$ cat config.mk
export PLATFORM = sky130hd
export DESIGN_NAME = hs_clk_ctrl
export DESIGN_NICKNAME = d
export VERILOG_FILES = /design/src/rtl/hs_clk_ctrl.sv
export SDC_FILE = /design/constraint.sdc
export NUM_CORES = 1
export LEC_CHECK = 0
export CAP_MARGIN = 20
export CORE_AREA = 2 2 39 41
export DETAILED_ROUTE_END_ITERATION = 12
export DIE_AREA = 0 0 41 43
export GPL_ROUTABILITY_DRIVEN = 1
export PLACE_DENSITY = 0.71
export SETUP_SLACK_MARGIN = 0.02
export SYNTH_ARGS = -nofsm -noshare
export SYNTH_HDL_FRONTEND = slang
export SYNTH_SLANG_ARGS = --single-unit
$ cat constraint.sdc
create_clock -name clk -period 1.83 [get_ports clk]
set_input_delay 0.183 -clock clk [delete_from_list [all_inputs] [get_ports clk]]
set_output_delay 0.183 -clock clk [all_outputs]
set_load 0.1 [all_outputs]
$ cat src/rtl/hs_clk_ctrl.sv
// MIPI D-PHY HS clock-lane sequencer: zero -> prepare -> active -> post -> trail, timed by an external down-counter.
// Optional HS_CLK_CTRL_ABORT_EN: hs_enable low during start-up returns straight to IDLE_OFF.
module hs_clk_ctrl #(
  parameter int ZERO_CLK  = 27,
  parameter int RX_SETUP  = 4,
  parameter int POST_DATA = 6,
  parameter int STOP_CLK  = 6
) (
  input  logic       clk,
  input  logic       rst,
  input  logic       hs_enable,
  input  logic       hs_req,
  input  logic       time_pass,
  output logic       hs_clk,
  output logic       hs_active,
  output logic       timer_enable,
  output logic [5:0] timer_reload
);

`ifdef HS_CLK_CTRL_ABORT_EN
  localparam bit ABORT_EN = 1'b1;
`else
  localparam bit ABORT_EN = 1'b0;
`endif

  typedef enum logic [2:0] {
    IDLE_OFF    = 3'd0,
    HS_START    = 3'd1,
    CLK_PREPARE = 3'd2,
    HS_ACTIVE   = 3'd3,
    PRE_HS_STOP = 3'd4,
    HS_STOP     = 3'd5
  } state_t;

  state_t     current_state;
  state_t     next_state;
  logic       timed_nxt;
  logic [5:0] reload_nxt;
  logic       expired;

  // timer_enable is low during the load cycle, so expiry is only honoured once counting
  assign expired = time_pass && timer_enable;

  always_ff @(posedge clk or negedge rst) begin
    if (!rst) current_state <= IDLE_OFF;
    else      current_state <= next_state;
  end

  always_comb begin
    next_state = current_state;
    case (current_state)
      IDLE_OFF:    if (hs_enable && hs_req) next_state = HS_START;
      HS_START: begin
        if (expired) next_state = CLK_PREPARE;
        if (ABORT_EN && !hs_enable) next_state = IDLE_OFF;
      end
      CLK_PREPARE: begin
        if (expired) next_state = HS_ACTIVE;
        if (ABORT_EN && !hs_enable) next_state = IDLE_OFF;
      end
      HS_ACTIVE:   if (!hs_req || !hs_enable) next_state = PRE_HS_STOP;
      PRE_HS_STOP: if (expired) next_state = HS_STOP;
      HS_STOP:     if (expired) next_state = IDLE_OFF;
      default:     next_state = IDLE_OFF;
    endcase
  end

  always_comb begin
    timed_nxt  = 1'b1;
    reload_nxt = 6'd0;
    case (next_state)
      HS_START:    reload_nxt = 6'(ZERO_CLK);
      CLK_PREPARE: reload_nxt = 6'(RX_SETUP);
      PRE_HS_STOP: reload_nxt = 6'(POST_DATA);
      HS_STOP:     reload_nxt = 6'(STOP_CLK);
      default:     timed_nxt  = 1'b0;
    endcase
  end

  // Outputs decoded from next_state so they move on the same edge as current_state
  always_ff @(posedge clk or negedge rst) begin
    if (!rst) begin
      hs_clk       <= 1'b0;
      hs_active    <= 1'b0;
      timer_enable <= 1'b0;
      timer_reload <= 6'd0;
    end else begin
      hs_clk       <= (next_state == CLK_PREPARE) || (next_state == HS_ACTIVE) ||
                      (next_state == PRE_HS_STOP);
      hs_active    <= (next_state == HS_ACTIVE);
      timer_enable <= timed_nxt && (next_state == current_state);
      timer_reload <= reload_nxt;
    end
  end

endmodule

==> metrics.md <==
| Metric | Value |
|---|---|
| First-pass GRT wire length | roughly 1200 µm |
| Layout area overhead | 23.8% |
| Core Region | between 1000 and 1500 µm² |
| GR Overflow Total | 0 |
| CTS buffer count | 3 |
| Max Cap Viol | 0 |
| Skew final | roughly 2.8 ps |
| Residual DRC count | 0 |
| Drt wl/cell | 11.4 µm |
| Initial DRC count | 1 |
| Hold_buf cts | 0 |
| Multi-input gate area | approximately 200 µm² |
| Setup TNS | 0 ps |
| Final GP Congestion | just under 0.8 |
| Post-synthesis cell area | roughly 470 µm² |
| DRT Pass-1 Iters | 2 |
| Max Used Layer | met4 |
| Crit Path Max Fanout | 11 |
| Fill count | about 140 |
| Gate Count Post-Synth | between 40 and 50 |
| Kind of critical path | reg -> reg |
| Met1 Wirelength | around 370 µm |
| Via-to-Cell Ratio | 5.04 |
| Largest net degree at the start of global routing | 12 |
| Min Tclk post-route | ~1300 ps |
| Ant. Diodes | 0 |
| Final Max Tran Viols | 0 |
| Outcome | complete, no violations |
| Mean Syn Cell Area | roughly 11 µm² |
| Final Hold Viols | 0 |
| Die Width | between 40 and 50 µm |
| Htree depth | 1 |
| TritonCTS clock tree | done |
| Synth unique cells | 26 |
| Met3 WL | around 53 µm |
| Setup WS pre-CTS | ~360 ps |
| Critical Path RT | 1970 ps |
| Number of nets with antenna violations after routing | 0 |
| RSZ-0062 raised after global routing | no |
| Initial Utilization | 34.2% |
| Post_cts resized | 0 |
| Max Fclk | 766 MHz |
| Clock Root Buffer | clkbuf_4 |
| Startpoint Class | flop |
| Mapped Nets | 50 |
| Met2 WL | about 370 µm |
| Worst-Skew Late Latency | between 200 and 300 ps |
| Setup repair bufs after CTS | 0 |
| Clk buf depth | 2 |
| Clk sink count | 9 |
| Clk slew on worst S/H paths | approximately 60 ps |
| Share of layout cells above drive strength 1 | approximately 25% |
| Initial antenna violation count | 0 |
| CP endpoint kind | flop |
| Synthesis Warnings | 0 |
| Sequential cell area | about 230 µm² |
| Routed WL | about 810 µm |
| R2R setup slack | 520 ps |
| #FFs+latches synth | 9 |
| Crit path setup slack, layout | about 520 ps |
| Reg2reg path depth | 3 |
| Critical Path AT | roughly 1500 ps |
| Row count | 14 |
| Final nets | between 60 and 70 |
| Chip height | approximately 43 µm |
| Via count | roughly 360 |
| Vias in the first global route | 296 |
| Setup violators final | 0 |
| Die area | 1760 µm² |
| Tot GR Track Use | roughly a tenth |
| IO buf count | 12 |
| Path category of the worst min-delay check | in -> async |
| I/O pin total | 14 |
| Final worst-path cycle share | 71.4% |
| Sequential area share after synthesis | a little under half |
[critical path: stages, from the launching register on]
cell	delay [ps]
dfrtp_1	530
a21boi_1	260
nor3_1	90
or3_1	300
[placed cells by master, fill, tap and decap left out]
cell / Yosys / routed
or3_1: 1 / 1
nand3b_1: 1 / 1
a21bo_1: 1 / 1
nor3b_1: 2 / 2
buf_12: 0 / 1
a21oi_1: 3 / 3
nor4b_1: 1 / 1
clkbuf_1: 0 / 1
clkdlybuf4s50_1: 0 / 4
nor3_1: 1 / 1
nor2_1: 2 / 2
xor2_1: 1 / 1
buf_4: 4 / 7
a31oi_1: 1 / 1
nand2b_1: 1 / 1
a21boi_1: 1 / 1
o21ai_0: 1 / 1
dfrtp_1: 9 / 9
a21bo_4: 1 / 1
nand2_1: 3 / 3
clkbuf_4: 0 / 3
a21oi_2: 1 / 1
and2_4: 1 / 1
nand4b_1: 2 / 2
or2_1: 1 / 1
o311a_1: 1 / 1
o21ai_1: 2 / 2
conb_1: 1 / 1
[stage by stage]
stage	std cells	area, µm²	util (%)	hold WS (ps)
6_report	71	586	42.3	210
4_1_cts	71	586	42.3	227
5_1_grt	71	586	42.3	261
3_3_place_gp	67	559	40.4	501
2_1_floorplan	45	473	-	-113
3_5_place_dp	67	559	40.4	509
[per-layer routing]
layer,track usage (%),vias up
met5,0,-
met3,3.66,2
met2,13.8,11
met4,8.00,0
met1,14.0,171
li1,-,174
[layout make-up]
class	instances	share of cell area, %
flip-flops and latches	9	38.5
repair buffers	12	19.2
clock buffers	4	4.49
multi-input cells	30	34.4
well taps	16	3.42
[registers in the layout, indices dropped and copies added, names as in the netlist]
signal	flops
hs_active	1
hs_clk	1
timer_reload	3
timer_enable	1
current_state	3
[cells in the mapped netlist, drive strengths merged]
| master | n | area (µm²) |
|---|---|---|
| dfrtp | 9 | 225 |
| buf | 6 | 46.3 |
| a21oi | 4 | 23.8 |
| nand2 | 3 | 11.3 |
| o21ai | 3 | 15.0 |
| a21bo | 2 | 26.3 |
| nand4b | 2 | 17.5 |
| nor2 | 2 | 7.51 |
| nor3b | 2 | 15.0 |
| a21boi | 1 | 7.51 |
| a31oi | 1 | 6.26 |
| and2 | 1 | 8.76 |
| conb | 1 | 3.75 |
| nand2b | 1 | 6.26 |
| nand3b | 1 | 7.51 |
| nor3 | 1 | 5.00 |
| nor4b | 1 | 8.76 |
| o311a | 1 | 10.0 |
| or2 | 1 | 6.26 |
| or3 | 1 | 6.26 |
| xor2 | 1 | 8.76 |
[final timing paths]
path / start / endpoint
setup / recovery: current_state[0] / current_state[0]
hold reg to reg: current_state[2] / current_state[1]
setup reg to reg: current_state[0] / current_state[0]
hold / removal: rst / hs_clk
min in group clk: current_state[2] / current_state[1]
max in group asynchronous: rst / current_state[0]
[logic make-up (layout without fill, tap and decap cells)]
family	Yosys count	in the layout	synth area share, %
buffers and inverters	6	16	9.79
other	1	1	0.793
AOI/OAI and AO/OA	12	12	18.8
DFF	9	9	47.6
and+or+nand+nor	16	16	21.2
xor gates and xnor gates	1	1	1.85
Power is not shown: default switching activity piles up to over one toggle a cycle in this logic, so the estimate is an artifact.
